## src/rtl/cordic_iter.sv

```systemverilog
// rtl/cordic_iter.sv - iterative CORDIC rotation/vectoring engine, one micro-rotation per clock
// Optional quadrant pre-rotation in the load cycle: define CORDIC_QUAD_EXT_EN.
`timescale 1ns/1ps
module cordic_iter #(
   parameter int DATA_W = 16,
   parameter int ANG_W  = 19,
   parameter int ITER   = 16
) (
   input  logic                     clk,
   input  logic                     rst,
   input  logic                     start,
   input  logic                     mode,
   input  logic signed [DATA_W-1:0] x_in,
   input  logic signed [DATA_W-1:0] y_in,
   input  logic signed [ANG_W-1:0]  z_in,
   output logic                     busy,
   output logic                     done,
   output logic signed [DATA_W+1:0] x_out,
   output logic signed [DATA_W+1:0] y_out,
   output logic signed [ANG_W-1:0]  z_out
);

   localparam int XW   = DATA_W + 2;
   localparam int FRAC = ANG_W - 3;
   localparam int RSH  = 32 - FRAC;
   localparam int IW   = (ITER > 1) ? $clog2(ITER) : 1;
   localparam logic [IW-1:0] LAST_I = IW'(ITER - 1);

   // atan(2^-i) at 32 fractional bits, rounded to nearest
   function automatic logic [31:0] atan32(input int i);
      case (i)
         0:       atan32 = 32'hC90FDAA2;
         1:       atan32 = 32'd1991351318;
         2:       atan32 = 32'd1052175346;
         3:       atan32 = 32'd534100635;
         4:       atan32 = 32'd268086748;
         5:       atan32 = 32'd134174063;
         6:       atan32 = 32'd67103403;
         7:       atan32 = 32'd33553749;
         8:       atan32 = 32'd16777131;
         9:       atan32 = 32'd8388597;
         10:      atan32 = 32'd4194303;
         default: atan32 = 32'd1 << (32 - i);
      endcase
   endfunction

   function automatic logic signed [ANG_W-1:0] round_frac(input logic [63:0] v32);
      logic [63:0] t;
      t = ((v32 << 1) >> RSH) + 64'd1;
      t = t >> 1;
      round_frac = t[ANG_W-1:0];
   endfunction

`ifdef CORDIC_QUAD_EXT_EN
   localparam logic signed [ANG_W-1:0] HALF_PI = round_frac(64'd6746518852);
   localparam logic signed [ANG_W-1:0] PI      = round_frac(64'd13493037705);
`endif

   typedef enum logic [1:0] {S_IDLE, S_RUN, S_DONE} state_t;

   state_t                  state_q, state_d;
   logic signed [XW-1:0]    x_q, x_d, y_q, y_d;
   logic signed [ANG_W-1:0] z_q, z_d;
   logic                    mode_q, mode_d;
   logic [IW-1:0]           i_q, i_d;
   logic                    done_q, done_d;
   logic signed [XW-1:0]    x_out_q, x_out_d, y_out_q, y_out_d;
   logic signed [ANG_W-1:0] z_out_q, z_out_d;

   logic signed [ANG_W-1:0] atan_tab [ITER];
   for (genvar g = 0; g < ITER; g++) begin : g_atan
      assign atan_tab[g] = round_frac({32'd0, atan32(g)});
   end

   logic signed [XW-1:0]    x_ext, y_ext, x_sh, y_sh, x_it, y_it;
   logic signed [ANG_W-1:0] z_it;
   logic                    d_pos;

   assign x_ext = {{2{x_in[DATA_W-1]}}, x_in};
   assign y_ext = {{2{y_in[DATA_W-1]}}, y_in};

   // d = +1: rotation when z >= 0, vectoring when y < 0
   assign d_pos = mode_q ? y_q[XW-1] : ~z_q[ANG_W-1];
   assign x_sh  = x_q >>> i_q;
   assign y_sh  = y_q >>> i_q;
   assign x_it  = d_pos ? x_q - y_sh : x_q + y_sh;
   assign y_it  = d_pos ? y_q + x_sh : y_q - x_sh;
   assign z_it  = d_pos ? z_q - atan_tab[i_q] : z_q + atan_tab[i_q];

   always_comb begin
      state_d = state_q;
      x_d     = x_q;
      y_d     = y_q;
      z_d     = z_q;
      mode_d  = mode_q;
      i_d     = i_q;
      done_d  = 1'b0;
      x_out_d = x_out_q;
      y_out_d = y_out_q;
      z_out_d = z_out_q;
      case (state_q)
         S_IDLE: begin
            if (start) begin
               mode_d  = mode;
               i_d     = '0;
               state_d = S_RUN;
               x_d     = x_ext;
               y_d     = y_ext;
               z_d     = z_in;
`ifdef CORDIC_QUAD_EXT_EN
               if (!mode) begin
                  if (z_in > HALF_PI) begin
                     x_d = -y_ext;
                     y_d = x_ext;
                     z_d = z_in - HALF_PI;
                  end else if (z_in < -HALF_PI) begin
                     x_d = y_ext;
                     y_d = -x_ext;
                     z_d = z_in + HALF_PI;
                  end
               end else if (x_in[DATA_W-1]) begin
                  x_d = -x_ext;
                  y_d = -y_ext;
                  z_d = y_in[DATA_W-1] ? z_in - PI : z_in + PI;
               end
`endif
            end
         end
         S_RUN: begin
            x_d = x_it;
            y_d = y_it;
            z_d = z_it;
            if (i_q == LAST_I) state_d = S_DONE;
            else               i_d     = i_q + 1'b1;
         end
         S_DONE: begin
            x_out_d = x_q;
            y_out_d = y_q;
            z_out_d = z_q;
            done_d  = 1'b1;
            state_d = S_IDLE;
         end
         default: state_d = S_IDLE;
      endcase
   end

   always_ff @(posedge clk) begin
      if (rst) begin
         state_q <= S_IDLE;
         x_q     <= '0;
         y_q     <= '0;
         z_q     <= '0;
         mode_q  <= 1'b0;
         i_q     <= '0;
         done_q  <= 1'b0;
         x_out_q <= '0;
         y_out_q <= '0;
         z_out_q <= '0;
      end else begin
         state_q <= state_d;
         x_q     <= x_d;
         y_q     <= y_d;
         z_q     <= z_d;
         mode_q  <= mode_d;
         i_q     <= i_d;
         done_q  <= done_d;
         x_out_q <= x_out_d;
         y_out_q <= y_out_d;
         z_out_q <= z_out_d;
      end
   end

   assign busy  = (state_q != S_IDLE);
   assign done  = done_q;
   assign x_out = x_out_q;
   assign y_out = y_out_q;
   assign z_out = z_out_q;

endmodule
```

## config.mk

```make
export PLATFORM = sky130hd
export DESIGN_NAME = cordic_iter
export DESIGN_NICKNAME = d
export VERILOG_FILES = /design/src/rtl/cordic_iter.sv
export SDC_FILE = /design/constraint.sdc
export NUM_CORES = 1
export LEC_CHECK = 0
export ABC_AREA = 1
export CAP_MARGIN = 10
export CORE_UTILIZATION = 54
export CTS_CLUSTER_DIAMETER = 60
export DETAILED_ROUTE_END_ITERATION = 6
export PLACE_DENSITY = 0.82
export SETUP_SLACK_MARGIN = 0.15
export SYNTH_ARGS = -nofsm -noshare
export SYNTH_HDL_FRONTEND = slang
export SYNTH_SLANG_ARGS = --single-unit
export TNS_END_PERCENT = 10
```

## constraint.sdc

```tcl
create_clock -name clk -period 3.98 [get_ports clk]
set_clock_uncertainty 0.2 [all_clocks]
set_input_delay 0.995 -clock clk [delete_from_list [all_inputs] [get_ports clk]]
set_output_delay 0.995 -clock clk [all_outputs]
set_load 0.05 [all_outputs]
```

==> run metrics, run 1 <==
fraction of registers with async set or reset after synthesis 0%; standard cell area after detailed placement 12,040 um2; first-pass GRT wire length 61,020 um; final total negative setup slack 0 ns; number of standard cells in the final layout excluding fillers 2,078; pin count of the biggest net entering global routing 68; final weighted congestion in routability-driven placement 1.027; Fmax achieved 0.2584 GHz; average wire length per cell after detail routing 20.21 um; Clock Latency Late Sink 0.43 ns; part of the power in the clock network 21.4%; Worst Hold Margin 0.2800 ns; YS warnings 0; detailed-placement wirelength estimate 29,880 um; final critical-path required period 3.870 ns; vias in the first global route 11,180; Reg clk slew, reported paths 0.07 ns; root buffer cell clkbuf_16; largest area contributor in the synthesized netlist dfxtp_1; Register-to-Register Path Depth 25; relative slew slack 35.27%; predominant post-synthesis flop cell dfxtp_1; Yosys reg bits 118; Power per Cell Area 518.5 nW/um2; Design Area, Final 14,020 um2; clock tree buffer depth 2; clock tree sinks 118; buffers added on ports 111; final standard cell utilization of the core 77.02%; TritonCTS clock tree built; Switching Fraction 47.36%; total routed wirelength 42,000 um; Chip Width 139.1 um; Post-CTS Hold Fix Bufs 0; cell at the slowest stage of the critical path dfxtp_4; commonest cells in the netlist nand2_1, nor2_1, nand3_1, a21oi_1, o21ai_0; Hold Fails Final Rpt 0; number of enable-type register cells in the synthesized netlist 0; number of stages on the worst hold path 2; count of cell types in the netlist 50; ports placed on the boundary 112; Setup Viol. Count Final 0; setup repair after global routing missed its margin yes; critical path launch point type register; layout cells sized above 1 24.50%; pre-CTS setup slack -0.04792 ns; critical path type reg -> reg; number of CTS-inserted buffers 17; share of synthesized area occupied by flip-flops and latches 23.27%; Placeable Area 18,210 um2; failing checks DRC; combinational share of power 58.5%; Internal Power 3.828 mW; most common cell in the synthesized netlist nand2_1; delay of the slowest cell on the worst path 0.38 ns; Die Ht 139.1 um; register share of total power 20.1%; Req. time, crit path 4.10 ns; worst-margin pin slew 0.9695 ns; number of iterations in the first detailed-routing pass 7; Antenna Diode Count 0; Syn-to-layout area delta 38.18%; crit path DAT 3.99 ns; number of antenna violations at the first check in global routing 0; area share of the largest cell type after synthesis 23.27%; Die Outline Area 19,350 um2; # DRC 11; Cell Area, Synth 10,150 um2; worst min-delay path class reg -> reg; deepest level of the CTS H-tree 4; maximum fanout along the worst path 11; number of vias per cell after detailed routing 6.092; all-layer global routing usage 40.96%; Net count, final 1,957; post-synth net total 1,742; remaining antenna violation count 0; maximum capacitance violations 0; final cycle utilization of the critical path 97.23%; number of max-slew violations in the final report 0; endpoint kind of the worst setup timing path register; cell count after placement 1,998; switching power 3.444 mW; DR vias 12,660; grt total ovfl 0; sum of internal, switching and leakage power 7.272 mW; static leakage power 6.301 nW; run status finished, violations left; starting DRC count in detailed routing 1,534; average size of a mapped cell 6.261 um2; Placement Rows 49; Initial Utilization 55.74%; count of mapped cells out of synthesis 1,621; Max rail drop VDD 0.4368 mV; least setup slack across all paths after layout 0.1102 ns; top cells by area in the synthesized netlist dfxtp_1, nand2_1, nand3_1, ha_1, nor2_1
## cells in the final DEF (no fill, tap or decap), types with 14 or more instances in the layout
master             n
a21oi_1          120
a21oi_2           23
buf_4            140
clkbuf_16         19
clkdlybuf4s50_1  110
dfxtp_1          110
ha_1              44
ha_4              16
inv_1             90
inv_2             18
nand2_1          346
nand2_2           61
nand3_1          131
nand3_2           38
nand4_1           14
nor2_1           174
nor2_2            21
nor2_4            17
o21ai_0          108
o21ai_1           25
xnor2_1           16
xor2_1            41
## critical path: cells and delay by family (launching register included)
family	cells	cell delay (ns)
xor gates and xnor gates	1	0.18
adders and majority gates	1	0.29
buffers and inverters	7	0.87
and+or+nand+nor	11	1.14
AOI/OAI and AO/OA	5	0.70
DFF	1	0.38
## flip-flops by register name, indices dropped and copies added, names as in the netlist
signal   count
y_out       18
done         1
x_q         18
i_q          4
x_out       18
z_out       19
y_q         18
z_q         19
state_q      2
mode_q       1
## cells by family (layout without fill, tap and decap cells)
kind of cell    count (synthesis)  count (layout)  share of synthesized area [%]
xor+xnor                       60              60                          5.177
buf+inv                       187             415                          8.148
compound gates                355             355                          19.55
simple gates                  835             835                          35.49
flops                         118             118                          23.27
fa+ha+maj                      66              66                          8.358
## power groups by stage
stage               combinational [mW]  sequential [mW]  clock [mW]
floorplan                         2.28             1.37           0
global placement                  3.37             1.46           0
detailed placement                3.41             1.46           0
CTS                               3.44             1.43        1.55
global route                      4.61             1.46        1.60
finish                            4.26             1.46        1.55
## layout make-up
type	count	area [um2]
repair inverters	4	41.29
inverters	112	442.9
clock buffers	17	425.4
clock inverters	15	150.1
well taps	229	286.5
repair buffers	267	2430
flip-flops and latches	118	2382
fillers	1415	4184
multi-input cells	1316	7866
## per-layer routing
| layer | vias up | part of all wire (%) | GRT usage (%) |
|---|---|---|---|
| met4 | 2 | 4.1 | 16.61 |
| met2 | 848 | 41 | 58.43 |
| met5 | - | 0.17 | 0 |
| met3 | 142 | 13 | 11.60 |
| li1 | 5866 | - | - |
| met1 | 5801 | 41 | 57.46 |
## path summary, 6_finish.rpt
check | start | endpoint | slack [ns]
setup / recovery | i_q[0] | y_q[15] | 0.11
hold / removal | y_out[14] | y_out[14] | 0.28
setup reg to reg | i_q[0] | y_q[15] | 0.11
hold reg to reg | y_out[14] | y_out[14] | 0.28
## repair_timing
action / CTS / global route
hold endpoints to repair: 0 / 0
pin swaps: 1 / 116
endpoints found under the setup margin: 20 / 35
buffers inserted: 5 / 36
resized for setup: 11 / 250
gates cloned: 2 / 5
(Power assumes the default switching activity.)
==> run 2: changes to the inputs <==
- CORE_MARGIN: unset -> 2
- SETUP_SLACK_MARGIN: 0.15 -> unset
- clock period: 3.98 -> 4.5 ns (I/O delays scaled with it)
==> run 2 against run 1 <==
Maximum frequency shrank 6.8%. The flow now finishes without violations. Sequential power is 11% lower. Global-route usage down 4.1 points. Core utilization decreased by 12 points.
==> run metrics, run 2 (synthesis results as in run 1) <==
setup repair after global routing missed its margin yes; number of iterations in the first detailed-routing pass 6 (-1); Syn-to-layout area delta 18.24%; remaining antenna violation count 0 (unchanged); pin count of the biggest net entering global routing 74 (+8.8%); number of antenna violations at the first check in global routing 2 (+2); final cycle utilization of the critical path 92.30% (-4.9 points); worst-path cell chain buf_4, nor2_2, a21oi_1, nand3_1, nand2_1, ha_1, nand3_1, nor2_1, nand2_1, nand2_1, o21ai_1, xor2_1, ha_1, nand2_1, nor2_1, nand2_1, o21ai_0, nand3_1, nand2_1, nand2_1, a31o_2; ports placed on the boundary 112 (unchanged); number of CTS-inserted buffers 17 (unchanged); clock tree buffer depth 2 (unchanged); Net count, final 1,828 (-6.6%); layout cells sized above 1 8.488% (-16 points); buffers added on ports 111 (unchanged); Chip Width 141.1 um (+1.4%); Hold Fails Final Rpt 0 (unchanged); DR vias 11,500 (-9.2%); Die Ht 141.1 um (+1.4%); number of max-slew violations in the final report 0 (unchanged); critical path launch point type register; number of vias per cell after detailed routing 5.883 (-3.4%); top library cells by usage in the layout, fill and taps aside nand2_1, nor2_1, nand3_1, a21oi_1, o21ai_0; Placeable Area 18,580 um2 (+2.0%); root buffer cell clkbuf_16; maximum capacitance violations 0 (unchanged); run status finished, final reports clean; Reg clk slew, reported paths 0.07 ns (about the same); Initial Utilization 54.63% (-1.1 points); most frequent standard cell in the layout excluding fill and tap cells nand2_1; startpoint of the lowest-slack hold path y_out[12]; cell at the slowest stage of the critical path dfxtp_1; Power per Cell Area 453.4 nW/um2 (-13%); endpoint kind of the worst setup timing path register; Placement Rows 50 (+2.0%); Antenna Diode Count 0 (unchanged); vias in the first global route 10,270 (-8.2%); Clock Latency Late Sink 0.43 ns (about the same); relative slew slack 21.50% (-14 points); Die Outline Area 19,910 um2 (+2.9%); R2R Path Start i_q[2]; number of buffers added for setup after CTS 0 (-5); final weighted congestion in routability-driven placement 1.044 (+1.7%); Worst path most repeated cell nand2_1; deepest level of the CTS H-tree 4 (unchanged); detailed-placement wirelength estimate 28,190 um (-5.7%); Req. time, crit path 4.62 ns (+0.52 ns); TritonCTS clock tree built; worst min-delay path class reg -> reg; final total negative setup slack 0 ns (unchanged); delay of the slowest cell on the worst path 0.46 ns (+0.08 ns); critical path type reg -> reg; starting DRC count in detailed routing 1,542 (+0.52%); category of cells accounting for the largest share of critical-path delay simple AND/OR/NAND/NOR gates; first-pass GRT wire length 57,060 um (-6.5%); Max rail drop VDD 0.2705 mV (-38%); number of standard cells in the final layout excluding fillers 1,954 (-6.0%); # DRC 0 (-11); cell count after placement 1,922 (-3.8%); clock tree sinks 118 (unchanged); worst-margin pin slew 1.176 ns (+0.2062 ns); total routed wirelength 36,980 um (-12%); maximum fanout along the worst path 14 (+3); final critical-path required period 4.154 ns (+0.2838 ns); origin of the worst setup path i_q[2]; crit path DAT 4.28 ns (+0.29 ns); Setup Viol. Count Final 0 (unchanged); average wire length per cell after detail routing 18.92 um (-6.4%); static leakage power 5.489 nW (-13%); Fmax achieved 0.2408 GHz (-6.8%); grt total ovfl 0 (unchanged); all-layer global routing usage 36.90% (-4.1 points); Post-CTS Hold Fix Bufs 0 (unchanged); Resized cells post-CTS 0 (-11); Buf+Inv Stages, Crit Path 1 (-6)
-- run 2: cell types whose count changed in the layout (fill, tap and decap cells not counted), moves of 13 or more --
cell / delta
a21oi_1: +19
a21oi_2: -18
buf_4: -111
ha_1: +19
ha_4: -16
nand2_1: +42
nand2_2: -40
nand3_1: +33
nand3_2: -28
nor2_1: +25
nor2_2: -13
o21ai_0: +21
-- run 2: layer usage --
layer,wire [um],GRT usage (%),vias up,share of wire [%]
met3,4282,8.764,95,12
met2,14450,50.36,600,39
li1,-,-,5619,-
met4,1169,12.58,2,3.2
met5,13,0,-,0.035
met1,17070,55.99,5180,46
-- run 2: cell type report --
type	instances	area (um2)
clock buffer	17	425.4
clock inverter	15	153.9
fill	1797	6579
inverter	112	430.4
multi-input combinational	1316	6978
sequential	118	2366
tap	234	292.8
timing repair buffer	142	1355
-- run 2: worst min-delay path: cells and delay by family (launching register included) --
kind | cells | cell delay, ns
DFF | 1 | 0.32
and+or+nand+nor | 2 | 0.12
-- run 2: power breakdown --
group	leakage [nW]	switching [mW]	internal (mW)
Sequential	0.965	0.178	1.12
Clock	0.279	0.652	0.741
Combinational	4.25	1.78	0.968
-- run 2: path summary, 6_finish.rpt --
path                    end  slack, ns  depth (start not counted)
setup / recovery    x_q[15]       0.35                         21
setup reg to reg    x_q[15]       0.35                         21
hold reg to reg   y_out[12]       0.28                          2
hold / removal    y_out[12]       0.28                          2
-- run 2: metrics by stage --
step / utilization [%] / cell area (um2) / worst slack (ns) / power [mW] / hold slack [ns]
floorplan: - / 10150 / 0.8582 / 3.228 / 0.2556
global placement: 61.41 / 11410 / 0.3139 / 3.963 / 0.2621
detailed placement: 61.41 / 11410 / 0.3033 / 3.965 / 0.2712
CTS: 64.53 / 11990 / 0.2670 / 5.342 / 0.2861
global route: 64.59 / 12000 / -0.003919 / 5.781 / 0.2984
finish: 64.59 / 12000 / 0.3465 / 5.442 / 0.2791
==> run 3: changes to the inputs <==
- HOLD_SLACK_MARGIN: unset -> 0.08
==> results of run 3 <==
Same layout as run 2: the final DEF is identical, and so are final timing and power.
